### src/rtl/seg_scan_pkg.sv
// Shared constants for the seg_scan display multiplexer.
//   - Active-low segment patterns {g,f,e,d,c,b,a} for the decimal digits 0..9
//   - SEG_DASH (shown for BCD values 10..15) and SEG_OFF (all segments dark)
//   - Active-low one-hot digit selects for the four slots, plus DIG_OFF
//   - slot_e: the scan slot index, in scan order
package seg_scan_pkg;

  localparam logic [6:0] SEG_0 = 7'b1000000;
  localparam logic [6:0] SEG_1 = 7'b1111001;
  localparam logic [6:0] SEG_2 = 7'b0100100;
  localparam logic [6:0] SEG_3 = 7'b0110000;
  localparam logic [6:0] SEG_4 = 7'b0011001;
  localparam logic [6:0] SEG_5 = 7'b0010010;
  localparam logic [6:0] SEG_6 = 7'b0000010;
  localparam logic [6:0] SEG_7 = 7'b1111000;
  localparam logic [6:0] SEG_8 = 7'b0000000;
  localparam logic [6:0] SEG_9 = 7'b0010000;

  localparam logic [6:0] SEG_DASH = 7'b0111111;
  localparam logic [6:0] SEG_OFF  = 7'b1111111;

  localparam logic [3:0] DIG_SEL_MIN1   = 4'b1110;
  localparam logic [3:0] DIG_SEL_MIN10  = 4'b1101;
  localparam logic [3:0] DIG_SEL_HOUR1  = 4'b1011;
  localparam logic [3:0] DIG_SEL_HOUR10 = 4'b0111;
  localparam logic [3:0] DIG_OFF        = 4'b1111;

  typedef enum logic [1:0] {
    SLOT_MIN1   = 2'd0,
    SLOT_MIN10  = 2'd1,
    SLOT_HOUR1  = 2'd2,
    SLOT_HOUR10 = 2'd3
  } slot_e;

endpackage

### src/rtl/seg_scan_bcd_to_seg.sv
// Combinational BCD to active-low 7-segment decoder.
// Ports:
//   bcd  in  4  digit value; 10..15 are not decimal digits and show a dash
//   seg  out 7  active-low segments {g,f,e,d,c,b,a}
module bcd_to_seg
  import seg_scan_pkg::*;
(
  input  logic [3:0] bcd,
  output logic [6:0] seg
);

  always_comb begin
    seg = SEG_DASH;
    case (bcd)
      4'd0:    seg = SEG_0;
      4'd1:    seg = SEG_1;
      4'd2:    seg = SEG_2;
      4'd3:    seg = SEG_3;
      4'd4:    seg = SEG_4;
      4'd5:    seg = SEG_5;
      4'd6:    seg = SEG_6;
      4'd7:    seg = SEG_7;
      4'd8:    seg = SEG_8;
      4'd9:    seg = SEG_9;
      default: seg = SEG_DASH;
    endcase
  end

endmodule

### src/rtl/seg_scan.sv
// Four-digit multiplexed 7-segment clock display driver (HH:MM).
// A prescaler divides clk into digit slots of SCAN_DIV cycles; the slot index
// walks min1, min_10, hour1, hour_10. The first cycle of every slot is dark
// (dead time) so the previous digit's segments never ghost onto the next one.
// Inputs are captured into shadow registers once per frame so a frame never
// mixes old and new digits. The colon (dp, shown in the hour1 slot) toggles
// every BLINK_FRAMES frames.
// Ports:
//   clk       in  1  rising-edge clock
//   rst       in  1  asynchronous active-low reset
//   hour_10   in  4  BCD tens of hours
//   hour1     in  4  BCD units of hours
//   min_10    in  4  BCD tens of minutes
//   min1      in  4  BCD units of minutes
//   lz_blank  in  1  blank a leading zero in hour_10
//   dig       out 4  active-low one-hot digit select (bit0 = min1 .. bit3 = hour_10)
//   seg       out 7  active-low segments {g,f,e,d,c,b,a}
//   dp        out 1  active-low colon
module seg_scan
  import seg_scan_pkg::*;
#(
  parameter int SCAN_DIV     = 1000,
  parameter int BLINK_FRAMES = 125
) (
  input  logic       clk,
  input  logic       rst,
  input  logic [3:0] hour_10,
  input  logic [3:0] hour1,
  input  logic [3:0] min_10,
  input  logic [3:0] min1,
  input  logic       lz_blank,
  output logic [3:0] dig,
  output logic [6:0] seg,
  output logic       dp
);

  localparam int PW = $clog2(SCAN_DIV);
  // A one-frame blink period still needs a 1-bit counter to keep widths legal.
  localparam int FW = (BLINK_FRAMES > 1) ? $clog2(BLINK_FRAMES) : 1;

  logic [PW-1:0] pre;
  slot_e         idx;
  logic [FW-1:0] frame_cnt;
  logic          colon;
  logic [3:0]    sh_min1;
  logic [3:0]    sh_min10;
  logic [3:0]    sh_hour1;
  logic [3:0]    sh_hour10;

  logic          tick;
  logic          frame_end;
  logic [3:0]    cur_digit;
  logic [6:0]    cur_seg;
  logic [3:0]    next_dig;
  logic [6:0]    next_seg;
  logic          next_dp;

  assign tick      = (pre == PW'(SCAN_DIV - 1));
  assign frame_end = tick && (idx == SLOT_HOUR10);

  // Pick the shadow digit and digit select for the slot being shown.
  always_comb begin
    cur_digit = sh_min1;
    next_dig  = DIG_SEL_MIN1;
    case (idx)
      SLOT_MIN1: begin
        cur_digit = sh_min1;
        next_dig  = DIG_SEL_MIN1;
      end
      SLOT_MIN10: begin
        cur_digit = sh_min10;
        next_dig  = DIG_SEL_MIN10;
      end
      SLOT_HOUR1: begin
        cur_digit = sh_hour1;
        next_dig  = DIG_SEL_HOUR1;
      end
      SLOT_HOUR10: begin
        cur_digit = sh_hour10;
        next_dig  = DIG_SEL_HOUR10;
      end
      default: begin
        cur_digit = sh_min1;
        next_dig  = DIG_SEL_MIN1;
      end
    endcase
  end

  bcd_to_seg u_dec (
    .bcd (cur_digit),
    .seg (cur_seg)
  );

  // Leading-zero blanking darkens the segments but keeps the digit selected,
  // so slot timing and brightness of the other digits are unchanged.
  always_comb begin
    next_seg = cur_seg;
    if ((idx == SLOT_HOUR10) && lz_blank && (sh_hour10 == 4'd0)) begin
      next_seg = SEG_OFF;
    end
    next_dp = (idx == SLOT_HOUR1) ? ~colon : 1'b1;
  end

  // Prescaler, slot index, frame snapshot and colon blink.
  always_ff @(posedge clk or negedge rst) begin
    if (!rst) begin
      pre       <= '0;
      idx       <= SLOT_MIN1;
      frame_cnt <= '0;
      colon     <= 1'b0;
      sh_min1   <= 4'd0;
      sh_min10  <= 4'd0;
      sh_hour1  <= 4'd0;
      sh_hour10 <= 4'd0;
    end else begin
      if (tick) begin
        pre <= '0;
        idx <= slot_e'(idx + 2'd1);
      end else begin
        pre <= pre + 1'b1;
      end

      if (frame_end) begin
        sh_min1   <= min1;
        sh_min10  <= min_10;
        sh_hour1  <= hour1;
        sh_hour10 <= hour_10;
        if (frame_cnt == FW'(BLINK_FRAMES - 1)) begin
          frame_cnt <= '0;
          colon     <= ~colon;
        end else begin
          frame_cnt <= frame_cnt + 1'b1;
        end
      end
    end
  end

  // Registered outputs: dark on the slot-change edge, otherwise the current slot.
  always_ff @(posedge clk or negedge rst) begin
    if (!rst) begin
      dig <= DIG_OFF;
      seg <= SEG_OFF;
      dp  <= 1'b1;
    end else if (tick) begin
      dig <= DIG_OFF;
      seg <= SEG_OFF;
      dp  <= 1'b1;
    end else begin
      dig <= next_dig;
      seg <= next_seg;
      dp  <= next_dp;
    end
  end

endmodule

### config.mk
export PLATFORM = sky130hd
export DESIGN_NAME = seg_scan
export DESIGN_NICKNAME = d
export VERILOG_FILES = /design/src/rtl/seg_scan_pkg.sv /design/src/rtl/seg_scan_bcd_to_seg.sv /design/src/rtl/seg_scan.sv
export SDC_FILE = /design/constraint.sdc
export NUM_CORES = 1
export LEC_CHECK = 0
export CORE_MARGIN = 2
export CORE_UTILIZATION = 35
export CTS_CLUSTER_DIAMETER = 60
export DETAILED_ROUTE_END_ITERATION = 16
export GPL_TIMING_DRIVEN = 0
export SYNTH_ARGS = -nofsm -noshare
export SYNTH_HDL_FRONTEND = slang
export SYNTH_SLANG_ARGS = --single-unit
### constraint.sdc
create_clock -name clk -period 1.97 [get_ports clk]
set_clock_uncertainty 0.05 [all_clocks]
set_input_delay 0.4925 -clock clk [delete_from_list [all_inputs] [get_ports clk]]
set_output_delay 0.4925 -clock clk [all_outputs]
set_load 0.01 [all_outputs]
==> results by group <==
STA
  • Worst rel slew slack: just over 50%
  • Slew @ Worst Pin: a little over 0.7 ns
  • PnR worst setup slack: -0.109 ns
  • Final Max Slew Viols: 0
  • Max Clk Rate: between 0.4 and 0.5 GHz
  • Setup violators final: 7
  • Crit share post-route: 106%
  • Hold_ws: ~0.13 ns
  • RSZ-0062 raised after global routing: true
  • Hold Vio Cnt, Final: 0
  • Final min period: 2.08 ns

Clocking
  • TritonCTS clock tree: yes
  • CTS Sinks: 48
  • Max Buffers Root-to-Sink: 2
  • H-tree depth: 2
  • Clk_lat worst skew: around 0.30 ns
  • Reg clk slew, reported paths: roughly 0.09 ns
  • Hold_buf cts: 0
  • Clk Tree Root Cell: clkbuf_8
  • Total CTS buffers: 5

Logic synthesis
  • Number of enable flip-flop cells after synthesis: 0
  • Sequential share of the synthesized area: a little over half
  • Most common cell in the synthesized netlist: nand2_1
  • Yosys warnings: 0
  • #FFs+latches synth: 48
  • Mapped Area: between 0.002 and 0.0025 mm^2
  • Post-synth top area cell: dfrtp_1
  • Synth Net Count: 259
  • Synth cell types: 38
  • Synth area leaders: dfrtp_1 40%, dfstp_2 14%, nand2_1 9.6%, ha_1 5.5%, o21ai_0 3.1%
  • Async set-or-reset flop fraction in the synthesized netlist: 100%
  • Most used DFF post-synth: dfrtp_1
  • Top-area cell type share of the netlist area: 39.8%
  • Syn avg cell area: ~9.8 um^2
  • Post-Syn Instances: 230
  • Top cells by count, synth: 58 x nand2_1, 36 x dfrtp_1, 14 x o21ai_0

Detailed routing
  • Drt drc: 0
  • Vias per Instance: slightly above 5
  • Antenna-violating nets left: 0
  • Drt wl/cell: 14.0 um
  • Pre-antenna DRT Iters: 4
  • 1st-iter DRT viols: 84
  • Total Wirelength: just under 5000 um
  • Vias: 1796

Floorplanning
  • Core area: around 0.0063 mm^2
  • Die Ht: 84.4 um
  • Die W: approximately 84 um
  • Num ports: 31
  • Die ar.: 0.00712 mm^2
  • Rows: 29
  • Initial Utilization: a little over a third

Finish
  • Area growth syn-to-layout: 34.0%
  • Ant diodes: 0
  • Finished Layout Cells: between 300 and 400
  • Layout cells sized above 1: roughly a quarter
  • Final #Nets: a little over 300

Worst setup path
  • CP endpoint kind: flip-flop
  • CP max stage delay: approximately 0.5 ns
  • Worst EP arrival: roughly 2.2 ns
  • Crit path buf inv count: 2
  • Critical path's top delay family: compound AO/OA/AOI/OAI gates
  • Slowest CP cell: a222oi_1
  • CP startpoint kind: flip-flop
  • Worst path required time: ~2.1 ns
  • Critical-path cell list: ha_4 > a222oi_1 > mux2i_4 > inv_2 > ha_4 > inv_2 > o21ai_2 > o2111ai_2
  • Setup CP Type: flip-flop to flip-flop
  • Critical path fanouts, max: 5

GRT
  • Wire length of the first global-routing pass: approximately 8500 um
  • Initial antenna violation count: 0
  • Number of global-route vias before repair: 1787
  • Pin count of the biggest net entering global routing: 26
  • GRT overflow: 0
  • GRT Resource Usage Total: between 10 and 15%

Placement
  • Detailed placement HPWL: about 3300 um
  • GP Congestion: 0.783
  • Buffers on Ports: 30
  • DP Worst Slack: -0.263 ns
  • Placed Cells: 338

Pwr
  • Pwr Density: between 500 and 600 mW/mm^2
  • Peak supply drop: 0.000300 V
  • Static Leakage: 1.25 nW

Outcome
  • Failing checks: setup timing
  • Outcome: finished, violations left

Min path
  • Hold WC Path Type: input port to asynchronous set/reset pin

Flow run
  • MaxCap Viol Count: 0
cell type report:
type	count	area, um^2
Fill cell	608	3280
Inverter	13	51.3
Timing Repair Buffer	41	394
Tap cell	77	96.3
Multi-Input combinational cell	162	1120
Buffer	7	48.8
Clock inverter	2	15.0
Clock buffer	6	82.6
Sequential cell	48	1220
final timing paths:
kind                              from          to  slack (ns)  depth (start not counted)
min in group clk                pre[0]      pre[0]        0.41                          1
worst min-delay path               rst  sh_min1[0]        0.13                          1
max in group asynchronous          rst      dig[1]        1.14                          2
worst min register to register  pre[0]      pre[0]        0.41                          1
worst max register to register  idx[0]      seg[3]       -0.11                          8
worst max-delay path            idx[0]      seg[3]       -0.11                          8
registers in the layout, summed over array words and instances (netlist names):
register,cells
sh_hour1,4
idx,2
colon,1
sh_min10,4
frame_cnt,7
sh_hour10,4
seg,7
pre,10
sh_min1,4
dig,4
dp,1
layout by cell type, fill, tap and decap left out, types with 2 or more instances in the layout:
| master | count |
|---|---|
| and3_1 | 5 |
| a21oi_1 | 2 |
| mux2i_1 | 2 |
| dfstp_2 | 12 |
| o21a_1 | 2 |
| nand4_1 | 2 |
| o21ai_1 | 5 |
| ha_4 | 5 |
| inv_2 | 4 |
| dfrtp_2 | 2 |
| o2111ai_2 | 2 |
| a211oi_2 | 2 |
| clkdlybuf4s50_1 | 29 |
| xor2_1 | 5 |
| o21ai_0 | 13 |
| ha_1 | 5 |
| and2_1 | 3 |
| xnor2_1 | 3 |
| o31ai_2 | 2 |
| nor2_1 | 11 |
| buf_4 | 11 |
| inv_1 | 8 |
| nand2_1 | 58 |
| mux2i_2 | 2 |
| dfrtp_1 | 34 |
| or3_1 | 2 |
| buf_2 | 2 |
| clkbuf_8 | 7 |
| mux2i_4 | 2 |
| nand3_1 | 10 |
| a222oi_1 | 4 |
| clkbuf_2 | 3 |
| clkinvlp_4 | 2 |
through the flow:
stage	instance area, um^2	TNS (ns)	util (%)	total power (W)
2_1_floorplan	2290	0	-	0.00100
3_3_place_gp	2680	-43.10	42.5	0.00106
3_5_place_dp	2700	-1.38	42.7	0.00106
4_1_cts	2950	-0.0962	46.7	0.00170
5_1_grt	3030	-1.13	48.0	0.00174
6_report	3030	-0.515	48.0	0.00166
layer usage:
layer / vias to the layer above / track usage (%) / wire, um
met1: 878 / 20.4 / 2330
met3: 4 / 3.24 / 174
met4: 0 / 5.34 / 51
met2: 28 / 23.4 / 2410
met5: - / 0 / 0
li1: 886 / - / -
cell families (layout without fill, tap and decap cells):
family	Yosys count	in the layout	synth area share, %
simple gates	97	97	19.1
compound gates	40	40	11.9
buf+inv	21	69	3.65
mux	6	7	2.88
fa+ha+maj	10	10	5.53
flops	48	48	53.8
xor+xnor	8	8	3.10
repair_timing:
item,CTS,global route
resized for setup,18,24
pin swaps,8,5
cloned,1,0
endpoints found under the setup margin,7,27
buffers inserted,8,2
power breakdown:
group / internal (W) / total, W / switching [W]
logic: 0.0000342 / 0.0000594 / 0.0000252
registers: 0.000986 / 0.000986 / 0
clock network: 0.000284 / 0.000619 / 0.000334
Power figures use the tool's default switching activity.
==> RTL change 1 (config.mk and constraints unchanged) <==
Set the parameter `BLINK_FRAMES` to 250 (it was 125).
--- a/src/rtl/seg_scan.sv
+++ b/src/rtl/seg_scan.sv
@@ -21,5 +21,5 @@
 #(
   parameter int SCAN_DIV     = 1000,
-  parameter int BLINK_FRAMES = 125
+  parameter int BLINK_FRAMES = 250
 ) (
   input  logic       clk,
Function: same outputs for any inputs over 10 cycles, from zero or initial values and one cycle with rst low; that may be too few to reach the edited logic, so the function may still have changed.
==> RTL change 1 against the unedited design <==
- the flow still finishes with violations (setup timing)
- die area increased by 2.7%
- wire length increased by 2.8%
- total power decreased by 1.4%
- synthesized area increased by 2.9%
- sequential cell count increased by 1
- worst setup slack got worse by 0.046 ns
- design area increased by 3.4%
- via count increased by 3.1%
- clock power decreased by 7.1%
- core utilization increased by 1.1 points
- critical path type unchanged
- largest cell class unchanged
- highest routed layer unchanged
==> RTL change 1: results (changes against the unedited design) <==
CTS Buf Count = 5 (unchanged)
FF-to-FF path depth = 6 (was 8)
Worst slew pin tran = 0.523 ns (was 0.720 ns)
Gr usage total = 0.152 (was 0.149)
Drt pass-1 iters = 4 (unchanged)
Leakage power = 1.33 nW (was 1.25 nW)
Switching Share = 0.216 (about the same)
Share of cells above drive strength 1 = 0.253 (was 0.240)
Max FO, Critical Path = 5 (unchanged)
# setup viols final = 6 (was 7)
Netlist cell types = 41 (was 38)
Final nets = 321 (was 307)
Port bufs = 30 (unchanged)
DR iter-0 viols = 44 (was 84)
Global-route wire length before repair = 8750 um (was 8520 um)
CTS max path bufs = 2 (unchanged)
Area contributors post-synth = dfrtp_1, dfstp_2, nand2_1, ha_1, o21ai_0 (unchanged)
Status = complete, but fails checks (unchanged)
Post-route ant nets = 0 (unchanged)
Biggest regs = pre (10), frame_cnt (8), seg (7) (was pre (10), frame_cnt (7), seg (7))
Finished Layout Cells = 370 (was 356)
Maximum vdd drop = 0.000297 V (was 0.000300 V)
N_diodes = 0 (unchanged)
Largest net degree at the start of global routing = 29 (was 26)
Placed cell count = 345 (was 338)
Commonest cells in the netlist = nand2_1, dfrtp_1, o21ai_0 (unchanged)
Worst Slack Setup Final = -0.155 ns (was -0.109 ns)
Worst Path Arrival = 2.32 ns (was 2.24 ns)
Routed length per instance = 13.8 um (was 14.0 um)
Sequential share of the synthesized area = 0.534 (was 0.538)
GPL Wtd Cong = 0.823 (was 0.783)
Via count of the first global-routing pass = 1838 (was 1787)
Failing checks = setup timing (unchanged)
Syn_area_per_cell = 9.81 um2 (was 9.83 um2)
Detailed placement HPWL = 3480 um (was 3250 um)
Routed vias = 1852 (was 1796)
Post-Syn Nets = 266 (was 259)
[RTL change 1: cell types whose count changed after synthesis, sizes merged, moves of 3 or more]
cell,change
a21o,+4
nor3,+7
nand2,-4
nor2,-3
xor2,-3
a21oi,+3
[RTL change 1: routing by layer]
| metal | global-route usage | wire length (um) |
|---|---|---|
| met5 | 0 | 0 |
| met4 | 0.0476 | 66 |
| met3 | 0.0327 | 140 |
| met2 | 0.260 | 2610 |
| met1 | 0.193 | 2300 |
[RTL change 1: layout make-up]
class | instances | area, um2
inverters | 14 | 53.8
clock buffers | 5 | 68.8
multi-input cells | 166 | 1120
well taps | 77 | 96.3
clock inverters | 3 | 17.5
fillers | 593 | 3250
plain buffers | 7 | 46.3
flip-flops and latches | 49 | 1240
repair buffers | 49 | 488
[RTL change 1: repair_timing]
item | in CTS | in global routing
pin swaps | 8 | 12
setup buffers | 14 | 3
gates cloned | 0 | 1
gates resized for setup | 21 | 23
setup endpoints to repair | 27 | 32
[RTL change 1: critical path, cell delays in order (launching register included)]
cell,delay [ns]
dfrtp_2,0.45
buf_6,0.13
ha_4,0.16
a222oi_1,0.45
mux2i_2,0.20
or4b_4,0.52
nand4_1,0.10
[RTL change 1: cells by family (layout without fill, tap and decap cells)]
kind of cell	after synthesis	in the layout	synth area share
xor gates and xnor gates	7	7	0.0264
muxes	5	5	0.0237
adders and majority gates	10	10	0.0538
DFF	49	49	0.534
AOI/OAI and AO/OA	42	42	0.115
and+or+nand+nor	102	102	0.211
buffers and inverters	22	78	0.0366
[RTL change 1: worst paths after layout]
check	start	endpoint	slack [ns]
setup reg to reg	idx[1]	seg[3]	-0.15
setup / recovery	idx[1]	seg[3]	-0.15
min in group clk	pre[0]	pre[0]	0.42
hold / removal	rst	sh_hour1[1]	0.11
hold reg to reg	pre[0]	pre[0]	0.42
max in group asynchronous	rst	seg[5]	1.17
[RTL change 1: power groups by stage]
stage / logic, mW / clock network [mW] / registers, mW
2_1_floorplan: 0.000644 / 0 / 1.03
3_3_place_gp: 0.0569 / 0 / 1.03
3_5_place_dp: 0.0611 / 0 / 1.03
4_1_cts: 0.0614 / 0.602 / 1.01
5_1_grt: 0.0659 / 0.647 / 1.01
6_report: 0.0593 / 0.575 / 1.01
[RTL change 1: per-stage QoR]
step	TNS, ns	instance area (um2)	setup slack, ns	util
global route	-1.47	3130	-0.246	0.490
global placement	-48.74	2730	-1.05	0.427
finish	-0.807	3130	-0.155	0.490
detailed placement	-3.90	2740	-0.270	0.430
floorplan	0	2330	0.000530	-
CTS	-0.533	3030	-0.0985	0.475
==> RTL change 2 (config.mk and constraints unchanged) <==
Without the edit above. Make the reset (`rst`) synchronous in 2 clocked blocks. Comments in the files are not updated.
--- a/src/rtl/seg_scan.sv
+++ b/src/rtl/seg_scan.sv
@@ -103,5 +103,5 @@
 
   // Prescaler, slot index, frame snapshot and colon blink.
-  always_ff @(posedge clk or negedge rst) begin
+  always_ff @(posedge clk) begin
     if (!rst) begin
       pre       <= '0;
@@ -137,5 +137,5 @@
 
   // Registered outputs: dark on the slot-change edge, otherwise the current slot.
-  always_ff @(posedge clk or negedge rst) begin
+  always_ff @(posedge clk) begin
     if (!rst) begin
       dig <= DIG_OFF;
Formal check against the unedited RTL: differs if rst is asserted again (counterexample within 4 cycles, from zero or initial values and one cycle with rst low); with rst held inactive, the same outputs for 10 cycles.
==> RTL change 2 against the unedited design <==
- sequential cell count stayed put
- sequential share of layout area is 5.5 points lower
- largest cell class is now multi-input combinational cells
- worst hold slack better by 0.23 ns
- synthesized area is 6.0% lower
- worst setup slack better by 0.12 ns
- critical path type unchanged
- design area is 7.5% lower
- total power is 1.0% higher
- wire length is 7.4% lower
- combinational power is 62% higher
==> RTL change 2: results (changes against the unedited design) <==
YS warnings = 0 (unchanged)
Core area = 5890 um2 (was 6310 um2)
Post-Syn Nets = 266 (was 259)
Hold crit path type = flip-flop to flip-flop (was input port to asynchronous set/reset pin)
Nonclk buf count = 45 (was 48)
Gr usage total = 0.144 (was 0.149)
Via count of the first global-routing pass = 1583 (was 1787)
Detailed placement HPWL = 3290 um (was 3250 um)
Slew headroom = 0.468 (was 0.516)
Number of logic inverters in the finished layout = 11 (was 13)
Worst Path Arrival = 2.08 ns (was 2.24 ns)
Beginning of the critical path = idx[0] (unchanged)
Share of cells above drive strength 1 = 0.199 (was 0.240)
Multi-input logic cell count = 170 (was 162)
CTS max path bufs = 2 (unchanged)
Clock root cell = clkbuf_8 (unchanged)
Mux contribution to synthesized area = 0.0294 (was 0.0288)
Min Hold Slack = 0.368 ns (was 0.134 ns)
Final nets = 310 (was 307)
Netlist cell types = 44 (was 38)
FFs w/ async S/R, synth = 0 (was 1.00)
Slowest cell delay on critical path = 0.41 ns (was 0.50 ns)
Wirelength, routed = 4600 um (was 4970 um)
Leakage power = 0.941 nW (was 1.25 nW)
Global-route wire length before repair = 7270 um (was 8520 um)
Commonest cells in the netlist = dfxtp_1, nand2_1, a21boi_0 (was nand2_1, dfrtp_1, o21ai_0)
Sequential share of the synthesized area = 0.452 (was 0.538)
Setup Buffers After CTS = 3 (was 8)
# fillers = 571 (was 608)
Reg-to-reg setup timing slack = 0.009 ns (was -0.11 ns)
Crit Reg-Reg Endpoint = seg[3] (unchanged)
Status = finished clean (was complete, but fails checks)
DR iter-0 viols = 100 (was 84)
Clk_lat worst skew = 0.31 ns
Largest net degree at the start of global routing = 17 (was 26)
GPL Wtd Cong = 0.745 (was 0.783)
Data buffer area share = 0.143 (was 0.146)
Area contributors post-synth = dfxtp_1, nand2_1, a21boi_0, ha_1, xnor2_1 (was dfrtp_1, dfstp_2, nand2_1, ha_1, o21ai_0)
FF+latch area = 973 um2 (was 1220 um2)
Post_cts resized = 20 (was 18)
Synth Area in XOR/XNOR = 0.0330 (was 0.0310)
Compound-Gate Fraction of Synth Area = 0.167 (was 0.119)
[RTL change 2: cell count changes after synthesis, sizes merged, moves of 5 or more]
cell	unedited run	this run
nand2	58	47
nand4	2	7
nor3	0	5
o21ai	19	10
dfxtp	0	48
dfstp	12	0
a21boi	0	17
dfrtp	36	0
a21oi	2	8
[RTL change 2: per-stage QoR]
step	area (um2)	util	cells	TNS, ns	setup slack [ns]
finish	2800	0.476	357	0	0.00934
global route	2800	0.476	357	-0.126	-0.0394
CTS	2690	0.457	351	0	0.0341
detailed placement	2520	0.429	342	-3.69	-0.325
global placement	2520	0.429	342	-3.64	-0.331
floorplan	2130	-	237	0	0.0349
[RTL change 2: metal layers]
metal | GRT usage | vias to the layer above | wire (um)
li1 | - | 919 | -
met2 | 0.254 | 67 | 2230
met5 | 0 | - | 0
met3 | 0.0429 | 8 | 277
met4 | 0.0450 | 0 | 80
met1 | 0.166 | 853 | 2010
[RTL change 2: cells by family (layout without fill, tap and decap cells)]
family                   count (synthesis)  count (layout)
XOR/XNOR                                 8               8
adder cells (fa/ha/maj)                 10              10
flip-flops                              48              48
multiplexers                             6               6
AND/OR/NAND/NOR                         95              95
buffers and inverters                   19              64
AO/OA/AOI/OAI                           51              51
[RTL change 2: power breakdown]
part / switching, mW / total (mW) / internal (mW)
Combinational: 0.0359 / 0.0960 / 0.0601
Sequential: 0.00845 / 0.988 / 0.980
Clock: 0.346 / 0.597 / 0.252
[RTL change 2: worst max path at each step]
stage	endpoint	slack, ns	depth (start not counted)
after floorplan	seg[1]	0.03	8
after global placement	seg[6]	-0.33	4
after detailed placement	seg[6]	-0.32	4
after CTS	seg[1]	0.03	8
after global routing	seg[5]	-0.04	8
final	seg[3]	0.009	8
